`src/rtl/hex_entry_ctrl.sv`:
```
// hex_entry_ctrl: debounced push-button editor for a 4-digit hex value with cursor
// Define HEX_ENTRY_AUTOREPEAT_EN to add auto-repeat on held inc/dec buttons.
module hex_entry_ctrl #(
  parameter int DEBOUNCE_CYC = 500000,
  parameter int REPEAT_DLY = 50000000,
  parameter int REPEAT_PER = 10000000
) (
  input  logic        clk,
  input  logic        rst,
  input  logic        btn_inc,
  input  logic        btn_dec,
  input  logic        btn_left,
  input  logic        btn_right,
  input  logic        ld,
  input  logic [15:0] ld_val,
  output logic [15:0] num,
  output logic [1:0]  cursor,
  output logic [3:0]  cursor_an,
  output logic        upd
);
  localparam int CW = $clog2(DEBOUNCE_CYC);
  logic [3:0] raw, s1, s2, db, db_d, rise, press, evt;
  logic [CW-1:0] cnt [4];
  logic [15:0] num_n;
  logic [1:0] cur_n;
  logic inc, dec, lft, rgt;
  assign raw = {btn_right, btn_left, btn_dec, btn_inc};
  assign rise = db & ~db_d;
  always_ff @(posedge clk or posedge rst)
    if (rst) begin
      s1 <= '0;
      s2 <= '0;
      db <= '0;
      db_d <= '0;
      press <= '0;
      for (int k = 0; k < 4; k++) cnt[k] <= '0;
    end else begin
      s1 <= raw;
      s2 <= s1;
      db_d <= db;
      press <= rise;
      for (int k = 0; k < 4; k++)
        if (s2[k] == db[k]) cnt[k] <= '0;
        else if (cnt[k] == CW'(DEBOUNCE_CYC - 1)) begin
          db[k] <= s2[k];
          cnt[k] <= '0;
        end else cnt[k] <= cnt[k] + 1'b1;
    end
`ifdef HEX_ENTRY_AUTOREPEAT_EN
  logic [1:0] rep, first;
  logic [31:0] rcnt [2];
  // Timer restarts on the debounced rise, so it lines up with the press pulse one cycle later
  always_ff @(posedge clk or posedge rst)
    if (rst) begin
      rep <= '0;
      first <= '0;
      rcnt[0] <= '0;
      rcnt[1] <= '0;
    end else
      for (int k = 0; k < 2; k++)
        if (!db[k]) rep[k] <= 1'b0;
        else if (rise[k]) begin
          rcnt[k] <= '0;
          first[k] <= 1'b1;
          rep[k] <= 1'b0;
        end else if (rcnt[k] == (first[k] ? 32'(REPEAT_DLY - 1) : 32'(REPEAT_PER - 1))) begin
          rep[k] <= 1'b1;
          rcnt[k] <= '0;
          first[k] <= 1'b0;
        end else begin
          rep[k] <= 1'b0;
          rcnt[k] <= rcnt[k] + 1'b1;
        end
  assign evt = press | {2'b00, rep};
`else
  assign evt = press;
`endif
  assign {rgt, lft, dec, inc} = evt;
  always_comb begin
    num_n = ld ? ld_val : num;
    if (!ld && (inc ^ dec)) num_n[4*cursor +: 4] = num[4*cursor +: 4] + (inc ? 4'd1 : 4'hF);
    cur_n = (!ld && (lft ^ rgt)) ? cursor + (lft ? 2'd1 : 2'd3) : cursor;
  end
  always_ff @(posedge clk or posedge rst)
    if (rst) begin
      num <= '0;
      cursor <= '0;
      cursor_an <= 4'b1110;
      upd <= 1'b0;
    end else begin
      num <= num_n;
      cursor <= cur_n;
      cursor_an <= ~(4'b0001 << cur_n);
      upd <= ld | (num_n != num) | (cur_n != cursor);
    end
endmodule
```
`config.mk`:
```
export PLATFORM = sky130hd
export DESIGN_NAME = hex_entry_ctrl
export DESIGN_NICKNAME = d
export VERILOG_FILES = /design/src/rtl/hex_entry_ctrl.sv
export SDC_FILE = /design/constraint.sdc
export NUM_CORES = 1
export LEC_CHECK = 0
export ABC_AREA = 0
export BUFFER_PORTS_ARGS = -buffer_cell sky130_fd_sc_hd__buf_2
export CAP_MARGIN = 20
export CORE_ASPECT_RATIO = 1.75
export CORE_UTILIZATION = 40
export CTS_BUF_LIST = sky130_fd_sc_hd__clkbuf_16
export DETAILED_ROUTE_END_ITERATION = 8
export PLACE_DENSITY_LB_ADDON = 0.2
export SETUP_SLACK_MARGIN = 0.5
export SYNTH_ARGS = -nofsm -noshare
export SYNTH_HDL_FRONTEND = slang
export SYNTH_SLANG_ARGS = --single-unit
```
`constraint.sdc`:
```
create_clock -name clk -period 3.7 [get_ports clk]
set_clock_uncertainty 0.15 [all_clocks]
set_input_delay 0.37 -clock clk [delete_from_list [all_inputs] [get_ports clk]]
set_output_delay 0.37 -clock clk [all_outputs]
set_load 0.02 [all_outputs]
```
=== Yosys cells after proc, flatten, opt, wreduce, memory -nomap -nowiden ===
Cells that the tools add are included.

* Register bits: 119

* $add $sub $neg: 7
* Eq/ne operators: 10
* Shifts and indexed selects: 4
* Mux-type cells: 14
* Bitwise operators: 11
* Reduce and logical (&&, ||, !) cells: 7

{| class="wikitable"
|+ Operators by type and width
! operator !! number
|-
| $mux 19 || 8
|-
| $add 19x1->19 const B || 4
|-
| $eq 19x19->1 const B || 4
|-
| $neg 4->34 || 1
|-
| $shift 4x34->16 const A || 1
|-
| $shiftx 4x34->16 || 1
|-
| $mux 16 || 2
|-
| $bwmux 16 || 1
|-
| $ne 16x16->1 || 1
|-
| $shiftx 16x5->4 || 1
|-
| $not 4->4 || 2
|-
| $reduce_and 2->1 || 4
|-
| $add 4x4->4 || 1
|-
| $and 4x4->4 || 1
|-
| $eq 1x1->1 || 4
|-
| $mux 2 || 2
|-
| $mux 4 || 1
|-
| $not 1->1 || 4
|-
| $shl 1x2->4 const A || 1
|-
| $add 2x2->2 || 1
|-
| $logic_and 1x1->1 || 2
|-
| $ne 2x2->1 || 1
|-
| $or 1x1->1 || 2
|-
| $xor 1x1->1 || 2
|-
| $logic_not 1->1 || 1
|}

=== Longest topological paths before layout ===
* Word-level depth: 8
* Mapped depth: 10

=== Least setup slack after synthesis ===
OpenSTA, ideal clock, no wires.

* Path type: reg-to-reg
* Start point: register cursor[0]
* End point: register upd
* Setup time: 129 ps
* Data arrival time: 3267 ps
* Path slack: 154 ps
* Stages on the path, launching flop included: 10
* Path buffers: 1
* Period minus slack after synthesis: 3546 ps
* Cell sequence: dfrtp_1 -> buf_2 -> mux4_1 -> fa_1 -> nor4bb_1 -> xnor2_1 -> a41oi_1 -> nor3_1 -> o2111ai_1 -> a2111o_1

* Longest elaborated chain between the ends: 8
* Elaborated cells on any way between the ends: 13

{| class="wikitable"
|+ Ends and longest elaborated chain
! item !! RTL line !! text
|-
| start: declaration || 17 || <nowiki>output logic [1:0] cursor,</nowiki>
|-
| start signal: assignment || 92 || <nowiki>cursor <= cur_n;</nowiki>
|-
| $shiftx 16x5->4 || 81 || <nowiki>if (!ld && (inc ^ dec)) num_n[4*cursor +: 4] = num[4*cursor +: 4] + (inc ? 4'd1 : 4'hF);</nowiki>
|-
| $add 4x4->4 || 81 ||
|-
| $shiftx 4x34->16 || 81 ||
|-
| $bwmux 16 || 81 ||
|-
| $mux 16 || 81 ||
|-
| $ne 16x16->1 || 94 || <nowiki>upd <= ld | (num_n != num) | (cur_n != cursor);</nowiki>
|-
| $or 1x1->1 || 94 ||
|-
| $or 1x1->1 (*) || 94 ||
|-
| end signal: assignment || 94 ||
|-
| end: declaration || 19 || <nowiki>output logic upd</nowiki>
|}

Every way passes the cells marked *; elsewhere a longest branch is shown, timed or not.
A chain may end at the register's enable or synchronous reset.

=== Final worst setup path ===
* Start point: register cursor[1]
* End point: register upd

The elaborated chain is that of the path after synthesis.

==> results.rst <==
.. list-table::
   :header-rows: 1

   * - Metric
     - Value
   * - Clock latency reported for the late side of the worst-skew pair
     - 0.41 ns
   * - Residual DRC count
     - 0
   * - Std cell rows
     - 59
   * - Async set or reset register ratio after synthesis
     - 100%
   * - Largest net degree at the start of global routing
     - 59
   * - Placeable core area
     - 14800 um2
   * - Max Clk Rate
     - 324 MHz
   * - Placed cell count
     - 826
   * - Root buffer cell
     - sky130_fd_sc_hd__clkbuf_16
   * - Final total negative setup slack
     - 0 ns
   * - Post-detailed-route via-to-cell ratio
     - 5.42
   * - Most common cell in the synthesized netlist
     - sky130_fd_sc_hd__dfrtp_1
   * - Average detailed-routed wire length per instance
     - 16.3 um
   * - Synth top cells by count
     - sky130_fd_sc_hd__dfrtp_1, sky130_fd_sc_hd__nor2_1, sky130_fd_sc_hd__nand2_1, sky130_fd_sc_hd__xor2_1, sky130_fd_sc_hd__xnor2_1
   * - Setup violations, final
     - 0
   * - Result of the run
     - finished with violations
   * - Final Hold Fails
     - 3
   * - Leading area contributor after synthesis
     - sky130_fd_sc_hd__dfrtp_1
   * - Finished Layout Cells
     - 873
   * - Distinct cell type count of the synthesized netlist
     - 55
   * - Highest ir drop seen on vdd
     - 0.269 mV
   * - First-iteration detailed-routing DRC count
     - 195
   * - Worst hold margin
     - -0.00590 ns
   * - Required time of the critical path
     - 3.84 ns
   * - CTS tree
     - yes
   * - Grt total ovfl
     - 0
   * - Category of the most critical setup path
     - reg2reg
   * - Failing checks
     - hold timing
   * - Boundary pin count
     - 46
   * - Starting density of the core
     - 40.8%
   * - Antenna-violating nets left
     - 0
   * - Nets
     - 712
   * - Transition at the pin with the smallest max-transition slack
     - 0.921 ns
   * - Sort of element at the start of the critical path
     - register
   * - Power Dens Cells
     - 482 nW/um2
   * - Placed wire-length estimate after detailed placement
     - 10100 um
   * - Iteration count of the initial detailed-routing pass
     - 4
   * - Worst reg2reg setup slack
     - 0.61 ns
   * - Count of input and output buffers
     - 45
   * - Initial antenna violation count
     - 0
   * - Detailed-route wire length
     - 14200 um
   * - Final period demand of the worst path
     - 3.09 ns
   * - Area share of the largest cell type after synthesis
     - 47.9%
   * - Worst Setup Slack, final
     - 0.610 ns
   * - CTS sink count
     - 119
   * - Setup crit end kind
     - register
   * - Vias post-DR
     - 4731
   * - Wire length of the first global-routing pass
     - 23000 um
   * - Count of synthesis-stage warnings from yosys
     - 0
   * - Worst-path clk slew
     - 0.06 ns
   * - Post-synth EDFFs
     - 0
   * - Number of levels the H-tree was split into
     - 4
   * - Static power due to leakage
     - 3.18 nW
   * - Synth top area cells
     - sky130_fd_sc_hd__dfrtp_1, sky130_fd_sc_hd__xor2_1, sky130_fd_sc_hd__nor2_1
   * - Maximum fanout along the worst path
     - 7
   * - Ys flop type
     - sky130_fd_sc_hd__dfrtp_1
   * - Max Root-Sink Buffers
     - 2
   * - Terminus of the critical flop-to-flop path
     - upd
   * - Via count of the first global-routing pass
     - 4757
   * - Hold Path Class
     - in2async
   * - Final max-slew violation count
     - 0
   * - Area growth from synthesis to final layout
     - 21.4%
   * - Mean Syn Cell Area
     - 9.96 um2
   * - Post-synthesis register bit count
     - 119
   * - Final antenna diode count
     - 0
   * - Place WS
     - 0.229 ns
   * - Total CTS buffers
     - 17
   * - Die Wd
     - 95 um
   * - Endpoint arrival time on the critical path
     - 3.23 ns
   * - Routability congestion estimate from global placement
     - 0.868
   * - Unrepaired setup endpoints after global routing
     - false
   * - Number of instances in the synthesized netlist
     - 608
   * - Share of layout cells above drive strength 1
     - 19.3%
   * - Period utilization
     - 83.5%
   * - Slew headroom
     - 38.4%
   * - Post-Syn Area
     - 6050 um2
   * - Launch point of the worst reg-to-reg path
     - cursor[1]
   * - Max-cap violations
     - 0
   * - Nets in the synthesized netlist
     - 643
   * - Overall track demand over capacity in global routing
     - 19.4%
   * - Die ar.
     - 15700 um2
   * - R2r worst-path depth
     - 9
   * - Filler Cell Count
     - 1329
   * - Post-synthesis sequential area ratio
     - 49.2%
   * - DIE HEIGHT
     - 165 um
[placed cells by master, fill, tap and decap left out, types with 17 or more instances in the layout]
| cell type | synthesis | routed |
|---|---|---|
| sky130_fd_sc_hd__nand2_1 | 51 | 51 |
| sky130_fd_sc_hd__clkbuf_16 | 0 | 17 |
| sky130_fd_sc_hd__buf_2 | 4 | 45 |
| sky130_fd_sc_hd__xor2_1 | 42 | 41 |
| sky130_fd_sc_hd__o21ai_0 | 19 | 18 |
| sky130_fd_sc_hd__xnor2_1 | 36 | 35 |
| sky130_fd_sc_hd__buf_4 | 0 | 18 |
| sky130_fd_sc_hd__nand3_1 | 33 | 33 |
| sky130_fd_sc_hd__nor2_1 | 90 | 90 |
| sky130_fd_sc_hd__a21oi_1 | 29 | 29 |
| sky130_fd_sc_hd__dfrtp_1 | 116 | 114 |
[how the worst max path moves through the flow]
| stage | cells after the start | endpoint | start | slack (ns) |
|---|---|---|---|---|
| after global routing | 8 | upd | cursor[0] | 0.48 |
| final | 9 | upd | cursor[1] | 0.61 |
| after CTS | 8 | upd | cursor[0] | 0.50 |
| after floorplan | 9 | upd | cursor[0] | 0.51 |
| after detailed placement | 9 | upd | cursor[1] | 0.23 |
| after global placement | 9 | upd | cursor[1] | 0.29 |
[layout make-up]
| type | instances | area [um2] | share of cell area (%) |
|---|---|---|---|
| Sequential cell | 119 | 2980 | 40.6 |
| Multi-Input combinational cell | 455 | 3010 | 40.9 |
| Clock buffer | 17 | 425 | 5.79 |
| Clock inverter | 15 | 215 | 2.93 |
| Inverter | 16 | 66.3 | 0.902 |
| Tap cell | 183 | 229 | 3.12 |
| Timing Repair Buffer | 68 | 420 | 5.72 |
[report_power, final]
group / internal (mW) / total [mW] / switching, mW
Sequential: 1.34 / 1.39 / 0.0522
Combinational: 0.156 / 0.367 / 0.211
Clock: 1.15 / 1.78 / 0.638
Total: 2.64 / 3.54 / 0.901
[routing by layer]
layer | vias to the layer above | share of wire, % | GRT usage (%)
met5 | - | 0 | 0
met4 | 0 | 5.2 | 13.1
met3 | 40 | 3.5 | 4.01
met2 | 120 | 54 | 34.5
met1 | 2318 | 37 | 19.9
li1 | 2253 | - | -
[worst max-delay path, stage by stage, from the launching register on]
cell                        delay [ns]
sky130_fd_sc_hd__dfrtp_2          0.50
sky130_fd_sc_hd__buf_4            0.17
sky130_fd_sc_hd__inv_1            0.17
sky130_fd_sc_hd__ha_2             0.37
sky130_fd_sc_hd__or3b_2           0.55
sky130_fd_sc_hd__o21ai_0          0.18
sky130_fd_sc_hd__a41oi_1          0.15
sky130_fd_sc_hd__nor3_2           0.21
sky130_fd_sc_hd__o2111ai_2        0.20
sky130_fd_sc_hd__a2111o_1         0.32
[timing repair]
action | in CTS | in global routing
endpoints found under the hold margin | 4 | 0
hold buffers | 4 | 0
endpoints found under the setup margin | 1 | 1
gates resized for setup | 8 | 6
pin swaps | 5 | 2
buffers inserted | 8 | 3
[state kept, by name, summed over array words and instances (netlist names)]
name,cells
s1,4
cursor,2
db,4
db_d,4
s2,4
evt,4
cursor_an,4
cnt,76
num,16
upd,1
[logic make-up after synthesis]
kind of cell | count (synthesis) | synth area share (%)
simple gates | 270 | 22.1
mux | 23 | 5.13
compound gates | 72 | 7.32
xor+xnor | 78 | 11.3
flops | 119 | 49.2
buf+inv | 34 | 2.31
fa+ha+maj | 12 | 2.60
[through the flow]
step | utilization, % | cell area (um2) | power [mW]
2_1_floorplan | - | 6090 | 1.63
3_3_place_gp | 44.0 | 6530 | 1.73
3_5_place_dp | 44.0 | 6530 | 1.74
4_1_cts | 49.2 | 7300 | 3.58
5_1_grt | 49.5 | 7350 | 3.69
6_report | 49.5 | 7350 | 3.54
Note: power is estimated with default switching activity, not from simulation.
